===== src/rtl/fetch_stage.sv =====
// Instruction fetch stage: PC register, BOOT/RUN/HALT control and the IF/ID pipeline register.
// imem_addr is the live PC; every other output comes straight from a flop.
module fetch_stage #(
    parameter logic [63:0] RESET_PC  = 64'h0,
    parameter logic [31:0] NOP_INST  = 32'h00000013,
    parameter logic [31:0] HALT_INST = 32'h00000073
) (
    input  logic        clk,
    input  logic        rst,
    input  logic        stall,
    input  logic        flush,
    input  logic        redirect_valid,
    input  logic [63:0] redirect_pc,
    output logic [63:0] imem_addr,
    input  logic [31:0] imem_data,
    output logic [63:0] ifid_pc,
    output logic [63:0] ifid_pc4,
    output logic [31:0] ifid_inst,
    output logic        ifid_valid,
    output logic        halted,
    output logic        misalign_err,
    output logic [31:0] fetch_count
);

    localparam int unsigned XLEN = 64;
    localparam int unsigned ILEN = 32;

    typedef enum logic [1:0] {
        S_BOOT = 2'd0,
        S_RUN  = 2'd1,
        S_HALT = 2'd2
    } state_t;

    state_t            state;
    logic [XLEN-1:0]   pc;
    logic [XLEN-1:0]   pc_plus4;
    logic [XLEN-1:0]   redirect_aligned;
    logic [XLEN-1:0]   pc_nxt;
    logic              take_redirect;
    logic              load_bubble;
    logic              load_fetch;
    logic              fetch_is_halt;

    assign imem_addr        = pc;
    assign pc_plus4         = pc + XLEN'(4);
    assign redirect_aligned = {redirect_pc[XLEN-1:2], 2'b00};
    assign take_redirect    = redirect_valid && (state != S_BOOT);
    assign fetch_is_halt    = (imem_data == HALT_INST);

    // Decide next PC and what the IF/ID register captures this cycle.
    always_comb begin
        pc_nxt      = pc;
        load_bubble = 1'b0;
        load_fetch  = 1'b0;
        case (state)
            S_BOOT: begin
                load_bubble = 1'b1;
            end
            S_RUN: begin
                if (take_redirect) begin
                    pc_nxt      = redirect_aligned;
                    load_bubble = 1'b1;
                end else if (flush) begin
                    load_bubble = 1'b1;
                    if (!stall) begin
                        pc_nxt = pc_plus4;
                    end
                end else if (!stall) begin
                    load_fetch = 1'b1;
                    // A halt freezes the PC on its own address.
                    pc_nxt     = fetch_is_halt ? pc : pc_plus4;
                end
            end
            S_HALT: begin
                load_bubble = 1'b1;
                if (take_redirect) begin
                    pc_nxt = redirect_aligned;
                end
            end
            default: begin
                load_bubble = 1'b1;
            end
        endcase
    end

    // State, PC and IF/ID register; stall with no redirect/flush simply holds everything.
    always_ff @(posedge clk or negedge rst) begin
        if (!rst) begin
            state        <= S_BOOT;
            pc           <= RESET_PC;
            ifid_pc      <= '0;
            ifid_pc4     <= '0;
            ifid_inst    <= NOP_INST;
            ifid_valid   <= 1'b0;
            halted       <= 1'b0;
            misalign_err <= 1'b0;
            fetch_count  <= '0;
        end else begin
            pc <= pc_nxt;

            if (redirect_valid && (redirect_pc[1:0] != 2'b00)) begin
                misalign_err <= 1'b1;
            end

            if (load_bubble) begin
                ifid_pc    <= '0;
                ifid_pc4   <= '0;
                ifid_inst  <= NOP_INST;
                ifid_valid <= 1'b0;
            end else if (load_fetch) begin
                ifid_pc    <= pc;
                ifid_pc4   <= pc_plus4;
                ifid_inst  <= imem_data;
                ifid_valid <= 1'b1;
                if (fetch_count != {ILEN{1'b1}}) begin
                    fetch_count <= fetch_count + ILEN'(1);
                end
            end

            case (state)
                S_BOOT: begin
                    state  <= S_RUN;
                    halted <= 1'b0;
                end
                S_RUN: begin
                    if (load_fetch && fetch_is_halt) begin
                        state  <= S_HALT;
                        halted <= 1'b1;
                    end
                end
                S_HALT: begin
                    if (take_redirect) begin
                        state  <= S_RUN;
                        halted <= 1'b0;
                    end
                end
                default: begin
                    state  <= S_BOOT;
                    halted <= 1'b0;
                end
            endcase
        end
    end

endmodule


===== config.mk =====
export PLATFORM = sky130hd
export DESIGN_NAME = fetch_stage
export DESIGN_NICKNAME = d
export VERILOG_FILES = /design/src/rtl/fetch_stage.sv
export SDC_FILE = /design/constraint.sdc
export NUM_CORES = 1
export LEC_CHECK = 0
export CAP_MARGIN = 40
export CORE_MARGIN = 3
export CORE_UTILIZATION = 33
export DETAILED_ROUTE_END_ITERATION = 10
export GPL_TIMING_DRIVEN = 1
export PLACE_DENSITY = 0.69
export SYNTH_ARGS = -nofsm -noshare
export SYNTH_HDL_FRONTEND = slang
export SYNTH_SLANG_ARGS = --single-unit

===== constraint.sdc =====
create_clock -name clk -period 6.2 [get_ports clk]
set_clock_uncertainty 0.2 [all_clocks]
set_input_delay 1.24 -clock clk [delete_from_list [all_inputs] [get_ports clk]]
set_output_delay 1.24 -clock clk [all_outputs]
set_load 0.1 [all_outputs]

==> impl_metrics.toml, run 1 <==
[sta]
max_slew_margin_pct = 36.85
setup-tns-final_ns = 0
rsz0062_at_grt = "false"
finalCriticalPeriod_ns = 3.731
max_freq_ghz = 0.2680
setup_viol = 0
finalCritPeriodShare_pct = 60.18
slew_viol_final = 0
worst_slew_pin_slew_ns = 0.9402
finalHoldViolCount = 0

[clock_network]
cts_tree = "yes"
clk_pin_slew_worst_paths_ns = 0.06
clock_path_buffers = 3
ctsHoldBuffers = 0
cts_made_buffers = 30
htreeDepth = 1
clk_latency_ns = 0.55
cts-resized-gates = 0
cts.sinks = 255
cts-root-buf = "clkbuf_16"
post_cts_buffers = 0

[critical_path]
critical_path_arrival_ns = 4.00
path_class = "in -> reg"
critPathCaptureType = "register"
cp.required_ns = 6.47
critical-path-max-stage-delay_ns = 0.57
cp-start-kind = "input pin"
crit_top_cell = "buf_4"
slowest_stage = "clkdlybuf4s50_1"
crit_fanout = 58
path_cells = "clkdlybuf4s50_1 > nand2b_1 > nand3b_1 > buf_4 > nor3_1 > nor2_4 > buf_4 > o21ai_0 > a2bb2oi_1"

[power]
swShare_pct = 37.81
ir_worst_vdd_v = 0.0002234
p_per_area_nw_per_um2 = 256.2
p_leak_uw = 0.009797
intPower_uw = 3621
p_comb_share_pct = 35.7
switchingPower_uw = 2201
sequentialPowerShare_pct = 33.8
pwr-share-clk_pct = 30.5

[synth]
ys_warn_count = 0
synth_edf_count = 0
synth_cells = 1338
ys_ff_latch = 255
synth.avg_cell_area_um2 = 9.523
synth_area_um2 = 12740
ys.flop_type = "dfrtp_1"
async_reset_ff_share_pct = 100.0
ys_types = 62
synth.yosys.seq_area_share_pct = 50.11

[floorplanning]
rows = 71
io_pins = 360
core-area_um2 = 37840
die_x_um = 202.5
start_util_pct = 33.67
die_h_um = 202.5
fp.dieArea_um2 = 41010

[job]
cap_violations = 0

[place]
port_buffers = 357
place.gp.congestion = 0.8247
place_inst = 2378
detailedPlacementHpwl_um = 36790

[global_routing]
antenna_found_initial = 5
first_global_vias = 13500
grt_usage_pct = 23.92
grt_pass1_wl_um = 78870
grt_max_degree = 148
overflow = 0

[routing]
wl_um = 50160
postRouteAntennaNets = 0
wl_per_cell_um = 20.57
first_pass_iters = 5
vias_per_cell = 5.249
drcViolationCount = 0
vias = 12800
drt_iter0_markers = 832

[finish]
area_growth_pct = 78.38
drive_gt1_share_pct = 18.57
nNetsFinal = 2005
instances_no_fill = 2438

[run_status]
status = "complete, no violations"

[hold_path]
hold_path.class = "reg -> reg"
[cell type report]
class	count	area (um^2)
Multi-Input combinational cell	956	5881
Tap cell	511	639.4
Fill cell	2954	15110
Timing Repair Buffer	634	8735
Sequential cell	255	6385
Antenna cell	5	12.51
Clock buffer	44	884.6
Clock inverter	11	108.9
Inverter	22	83.83
[state kept, by name, indices dropped and copies added, names as in the netlist]
name,cells
halted,1
state,1
ifid_pc4,62
imem_addr,62
ifid_inst,32
fetch_count,32
ifid_pc,63
ifid_valid,1
misalign_err,1
[path summary, 6_finish.rpt]
path	startpoint	end	slack, ns	cells past startpoint
setup reg to reg	imem_addr[17]$_DFFE_PN0P_	imem_addr[59]$_DFFE_PN0P_	2.89	6
hold / removal	ifid_valid$_DFFE_PN0P_	ifid_valid$_DFFE_PN0P_	0.29	1
min in group asynchronous	rst	ifid_pc4[15]$_DFFE_PN0P_	0.47	1
setup / recovery	redirect_valid	imem_addr[6]$_DFFE_PN0P_	2.47	9
hold reg to reg	ifid_valid$_DFFE_PN0P_	ifid_valid$_DFFE_PN0P_	0.29	1
max in group asynchronous	rst	imem_addr[4]$_DFFE_PN0P_	3.92	2
[Yosys cell counts (21+ instances only)]
master,number,area (um^2)
xnor2_1,46,402.9
nand4_1,39,244.0
nand3_1,40,200.2
dfrtp_1,252,6306
nand2_1,93,349.1
nor2_1,197,739.5
xor2_1,44,385.4
clkbuf_1,72,270.3
inv_1,21,78.83
o22ai_1,36,225.2
a21oi_1,130,650.6
mux2i_1,100,1001
o21ai_0,62,310.3
[cells in the final DEF (no fill, tap or decap), types with 15 or more instances in the layout]
cell type,instances
a21oi_1,130
and3_1,16
buf_16,88
buf_8,172
clkbuf_16,31
clkdlybuf4s50_1,355
dfrtp_1,252
inv_1,21
mux2i_1,100
nand2_1,93
nand3_1,40
nand4_1,39
nor2_1,195
nor3_1,18
nor4_1,15
o21ai_0,62
o22ai_1,36
xnor2_1,46
xor2_1,44
[metrics by stage]
step	setup slack [ns]	total power (uW)	hold slack, ns	utilization [%]	area [um^2]
6_report	2.469	5822	0.2920	60.06	22730
5_1_grt	2.316	6031	0.3163	60.05	22720
4_1_cts	2.520	5876	0.2985	60.03	22720
3_5_place_dp	1.933	4076	0.2792	57.40	21720
3_3_place_gp	1.990	3574	0.2507	44.09	16690
2_1_floorplan	3.129	3119	0.3088	-	12750
[power by group through the flow]
| stage | clock, uW | sequential [uW] | combinational [uW] |
|---|---|---|---|
| 2_1_floorplan | 0 | 2730 | 386 |
| 3_5_place_dp | 0 | 2000 | 2080 |
| 4_1_cts | 1820 | 1970 | 2090 |
| 5_1_grt | 1890 | 1990 | 2160 |
| 6_report | 1780 | 1970 | 2080 |
| 3_3_place_gp | 0 | 1980 | 1590 |
[metal layers]
layer	share of wire [%]	vias up	GRT usage [%]
met1	39	6269	29.52
li1	-	5848	-
met3	6.4	111	4.313
met5	0.026	-	0
met2	50	568	42.02
met4	4.2	2	8.636
[worst max-delay path, delay by kind of cell]
kind | cells | cell delay (ns)
buffers and inverters | 3 | 1.63
AND/OR/NAND/NOR | 4 | 0.65
AO/OA/AOI/OAI | 2 | 0.38
[kinds of logic after synthesis]
logic type | count (synthesis) | synth area share, %
and+or+nand+nor | 467 | 17.83
AOI/OAI and AO/OA | 291 | 13.24
DFF | 255 | 50.11
buffers and inverters | 128 | 4.173
muxes | 101 | 7.944
xor gates and xnor gates | 90 | 6.186
adders and majority gates | 5 | 0.4910
other | 1 | 0.02943
Power figures use the tool's default switching activity.
==> run 2, diff against run 1 <==
--- a/config.mk
+++ b/config.mk
@@ -10,7 +10,7 @@
 export CORE_UTILIZATION = 33
 export DETAILED_ROUTE_END_ITERATION = 10
 export GPL_TIMING_DRIVEN = 1
-export PLACE_DENSITY = 0.69
+export PLACE_DENSITY = 0.71
 export SYNTH_ARGS = -nofsm -noshare
 export SYNTH_HDL_FRONTEND = slang
 export SYNTH_SLANG_ARGS = --single-unit
==> constraint.sdc (replaced) <==
create_clock -name clk -period 3.2 [get_ports clk]
set_clock_uncertainty 0.2 [all_clocks]
set_input_delay 0.64 -clock clk [delete_from_list [all_inputs] [get_ports clk]]
set_output_delay 0.64 -clock clk [all_outputs]
set_load 0.1 [all_outputs]
==> run 2 against run 1 <==
  * Sequential cell count unchanged
  * Core utilization down 13 points
  * Register-to-register slack worse by 2.6 ns
  * Critical endpoint is now imem_addr[63]$_DFFE_PN0P_
  * Clock power up 94%
==> impl_metrics.toml, run 2 (synthesized netlist as in run 1, its figures left out) <==
[run_status]
status = "complete, no violations"

[critical_path]
path_class = "reg -> reg"
crit_family = "simple AND/OR/NAND/NOR gates"
slowest_stage = "dfrtp_1"
critical_path_arrival_ns = 3.14
rrSetupSlack_ns = 0.31
critical_path_depth = 7
cp-start-kind = "register"
path_cells = "nand3_1 > nor3_2 > nand3_2 > buf_4 > nor4_2 > a31oi_1 > o22a_1"
critPathBufInv = 1
rr_worst_depth = 7
critical-path-max-stage-delay_ns = 0.57
crit_fanout = 11
critPathCaptureType = "register"
cp.required_ns = 3.45

[clock_network]
ctsHoldBuffers = 1
clock_path_buffers = 3
htreeDepth = 1
cts.sinks = 255
clk_pin_slew_worst_paths_ns = 0.06
cts-resized-gates = 0
cts-root-buf = "clkbuf_16"
cts_tree = "yes"
clk_latency_ns = 0.56
cts_made_buffers = 30
post_cts_buffers = 0

[finish]
design_area_um2 = 17700
drive_gt1_share_pct = 23.95
area_growth_pct = 38.93
final_util_pct = 46.78
nNetsFinal = 1799
layout.cells.most_common_list = "buf_4 (309), dfrtp_1 (252), nor2_1 (195), a21oi_1 (130), mux2i_1 (100)"
final_common_cell = "buf_4"
top_register = "ifid_pc"
largest_register_ffs = 63

[hold_path]
whs_path_depth = 1
hold_path.class = "reg -> reg"

[floorplanning]
fp.dieArea_um2 = 41010
io_pins = 360
rows = 71
start_util_pct = 33.67
core-area_um2 = 37840
die_h_um = 202.5
die_x_um = 202.5

[sta]
setup_viol = 0
max_freq_ghz = 0.3454
max_slew_margin_pct = 54.19
finalCriticalPeriod_ns = 2.895
rsz0062_at_grt = "false"
slew_viol_final = 0
finalHoldViolCount = 0
timing.hold.ws_ns = 0.2851
worst_slew_pin_slew_ns = 0.6871
finalCritPeriodShare_pct = 90.46

[routing]
vias = 11620
drt_iter0_markers = 829
wl_per_cell_um = 19.48
drcViolationCount = 0
vias_per_cell = 5.209
first_pass_iters = 5
postRouteAntennaNets = 0
wl_um = 43440

[place]
port_buffers = 357
detailedPlacementHpwl_um = 30970
place_area_um2 = 16690
place.gp.congestion = 0.8390

[power]
ir_worst_vdd_v = 0.0005886
p_per_area_nw_per_um2 = 586.9
power_uw = 10390
p_leak_uw = 0.008225

[global_routing]
overflow = 0
antenna_found_initial = 4
grt_pass1_wl_um = 67310
grt_usage_pct = 20.37
first_global_vias = 11480
grt_max_degree = 114

[job]
cap_violations = 0
run 2: cell types whose count changed in the layout (fill, tap and decap cells not counted), moves of 2 or more:
| cell | previous run | this run |
|---|---|---|
| clkdlybuf4s50_1 | 355 | 98 |
| buf_12 | 2 | 17 |
| clkbuf_8 | 6 | 8 |
| clkbuf_1 | 7 | 4 |
| buf_8 | 172 | 1 |
| buf_16 | 88 | 1 |
| diode_2 | 5 | 3 |
| clkinvlp_4 | 0 | 4 |
| buf_4 | 13 | 309 |
| clkinv_2 | 9 | 7 |
run 2: final cells by class:
type                       instances  area, um^2
fill                            3608       20140
tap                              511       639.4
inverter                          22       83.83
multi-input combinational        956        5883
clock inverter                    12       98.84
clock buffer                      43       900.9
timing repair buffer             428        3705
antenna                            3       7.507
sequential                       255        6385
run 2: worst paths after layout:
kind	from	endpoint
worst max-delay path	imem_addr[4]$_DFFE_PN0P_	imem_addr[63]$_DFFE_PN0P_
worst min-delay path	misalign_err$_DFFE_PN0P_	misalign_err$_DFFE_PN0P_
worst max register to register	imem_addr[4]$_DFFE_PN0P_	imem_addr[63]$_DFFE_PN0P_
worst min register to register	misalign_err$_DFFE_PN0P_	misalign_err$_DFFE_PN0P_
max in group asynchronous	rst	ifid_inst[4]$_DFFE_PN1P_
min in group asynchronous	rst	ifid_pc4[48]$_DFFE_PN0P_
run 2: worst register-to-register path, delay by kind of cell, from the launching register on:
family                 cells  cell delay [ns]
DFF                        1             0.57
AOI/OAI and AO/OA          2             0.34
buffers and inverters      1             0.24
and+or+nand+nor            4             1.43
run 2: routing by layer:
| metal | track usage (%) | routed length, um | vias to the layer above |
|---|---|---|---|
| met5 | 0 | 32 | - |
| met3 | 4.521 | 3378 | 69 |
| met2 | 32.97 | 20350 | 475 |
| met1 | 27.50 | 18510 | 5651 |
| li1 | - | - | 5418 |
| met4 | 6.137 | 1168 | 4 |
run 2: stage by stage:
step / TNS (ns) / std cells / worst slack, ns
after floorplan: 0 / 1339 / 0.1294
after global placement: -9.841 / 2170 / -0.2228
after global routing: 0 / 2229 / 0.1209
after detailed placement: -9.676 / 2171 / -0.2395
final: 0 / 2230 / 0.3052
after CTS: 0 / 2227 / 0.3665
run 2: where the power goes:
group          switching, uW  internal, uW  total (uW)
Clock                   1420          2030        3450
Sequential               285          3440        3730
Combinational           2390           820        3210
Total                   4100          6290       10400
==> run 3, diff against run 2 <==
--- a/config.mk
+++ b/config.mk
@@ -11,6 +11,8 @@
 export DETAILED_ROUTE_END_ITERATION = 10
 export GPL_TIMING_DRIVEN = 1
 export PLACE_DENSITY = 0.71
+export RECOVER_POWER = 100
+export SLEW_MARGIN = 20
 export SYNTH_ARGS = -nofsm -noshare
 export SYNTH_HDL_FRONTEND = slang
 export SYNTH_SLANG_ARGS = --single-unit
==> run 3 against run 2 <==
  * Final cell count is the same
  * First-iteration DRC count grew 1.7%
  * Register-to-register slack lost 0.03 ns
  * Routed wire length grew 0.25%
  * Clock-buffer cell count is the same
  * Critical path type is now in -> reg
  * Largest cell class unchanged
  * Clock power is essentially flat
  * Largest power group unchanged
  * Combinational power shrank 6%
  * The run now ends with capacitance limit, slew limit left
==> impl_metrics.toml, run 3 (synthesized netlist as in run 1, its figures left out) <==
[run_status]
status = "finished, violations left"
violations = "capacitance limit, slew limit"

[critical_path]
critical-path-max-stage-delay_ns = 0.69
cp-start-kind = "input pin"
path_class = "in -> reg"
critPathCaptureType = "register"
path_cells = "clkdlybuf4s50_1 > nor4_1 > buf_4 > nand4_1 > clkbuf_1 > nor3_1 > buf_4 > nor2_2 > clkbuf_2 > o21ai_0 > a2bb2oi_1"
crit_fanout = 15
cp.required_ns = 3.49
critPathBufInv = 5
crit_family = "buffers and inverters"
slowest_stage = "nor2_2"
crit_top_cell = "buf_4"
critical_path_arrival_ns = 3.23

[clock_network]
cts_made_buffers = 30
clk_latency_ns = 0.57
cts-root-buf = "clkbuf_16"
cts.sinks = 255
htreeDepth = 1
clock_path_buffers = 3
cts_tree = "yes"
clk_pin_slew_worst_paths_ns = 0.06

[place]
place.gp.congestion = 0.8390
port_buffers = 357
dp_slack_ns = -0.2395
detailedPlacementHpwl_um = 30970

[floorplanning]
start_util_pct = 33.67
fp.dieArea_um2 = 41010
die_x_um = 202.5
rows = 71
die_h_um = 202.5
core-area_um2 = 37840
io_pins = 360

[power]
ir_worst_vdd_v = 0.0005663
p_per_area_nw_per_um2 = 612.7
p_leak_uw = 0.007185

[sta]
max_slew_margin_pct = -23.95
rsz0062_at_grt = "false"
worst_slack_ns = 0.2533
max_freq_ghz = 0.3394
timing.hold.ws_ns = 0.2889
worst_slew_pin_slew_ns = 1.859
setup-tns-final_ns = 0
setup_viol = 0
slew_viol_final = 61
finalCritPeriodShare_pct = 92.08
finalCriticalPeriod_ns = 2.947
finalHoldViolCount = 0

[routing]
wl_um = 43550
drt_iter0_markers = 843
postRouteAntennaNets = 0
wl_per_cell_um = 19.53
vias = 11560
drcViolationCount = 0
vias_per_cell = 5.182
first_pass_iters = 7

[finish]
top_register = "ifid_pc"
area_growth_pct = 30.54
largest_register_ffs = 63
final_common_cell = "dfrtp_1"
drive_gt1_share_pct = 9.207
nNetsFinal = 1799
layout.cells.most_common_list = "dfrtp_1 (252), clkbuf_1 (250), nor2_1 (195), a21oi_1 (130), mux2i_1 (100)"

[global_routing]
overflow = 0
antenna_found_initial = 4
first_global_vias = 11480
grt_max_degree = 114
grt_pass1_wl_um = 67310
grt_usage_pct = 20.37

[hold_path]
hold_path.class = "reg -> reg"

[job]
cap_violations = 1
run 3: cell count changes in the layout (fill, tap and decap cells not counted), moves of 2 or more:
cell,before,now
nand4_2,3,1
buf_4,309,41
clkbuf_1,4,250
buf_12,17,14
nand4_1,39,41
clkbuf_2,0,23
run 3: repair_timing:
| item | 4_1_cts | 5_1_grt |
|---|---|---|
| gates resized for setup | 0 | 0 |
| endpoints found under the hold margin | 57 | 0 |
| hold buffers | 1 | 0 |
| setup buffers | 0 | 0 |
run 3: worst paths after layout:
kind | from | end | slack, ns | depth (start not counted)
min reg2reg | misalign_err$_DFFE_PN0P_ | misalign_err$_DFFE_PN0P_ | 0.29 | 1
max reg2reg | imem_addr[4]$_DFFE_PN0P_ | ifid_pc4[55]$_DFFE_PN0P_ | 0.28 | 6
min in group asynchronous | rst | ifid_pc4[48]$_DFFE_PN0P_ | 0.93 | 2
min | misalign_err$_DFFE_PN0P_ | misalign_err$_DFFE_PN0P_ | 0.29 | 1
max | imem_data[8] | imem_addr[33]$_DFFE_PN0P_ | 0.25 | 11
max in group asynchronous | rst | imem_addr[11]$_DFFE_PN0P_ | 0.50 | 3
run 3: final cells by class:
class,count,area (um^2)
fillers,3881,21210
flip-flops and latches,255,6385
multi-input cells,956,5839
repair buffers,428,2679
clock buffers,43,900.9
well taps,511,639.4
clock inverters,12,98.84
inverters,22,83.83
diodes,3,7.507
run 3: per-layer routing:
metal  up-vias  GRT usage (%)  share of wire (%)
met3        70          4.521                7.4
li1       5421              -                  -
met1      5627          27.50                 43
met2       433          32.97                 47
met5         -              0              0.073
met4         4          6.137                2.4
run 3: report_power, final:
part	internal [uW]	switching, uW	total [uW]
logic	625	2390	3020
clock network	2030	1420	3450
registers	3440	282	3720
run 3: stage by stage:
step	std cells	utilization [%]	area (um^2)	total power [uW]
2_1_floorplan	1339	-	12750	6042
3_5_place_dp	2171	44.09	16690	7007
4_1_cts	2227	46.76	17700	10510
5_1_grt	2229	43.95	16630	10610
6_report	2230	43.95	16630	10190
3_3_place_gp	2170	44.02	16660	6967
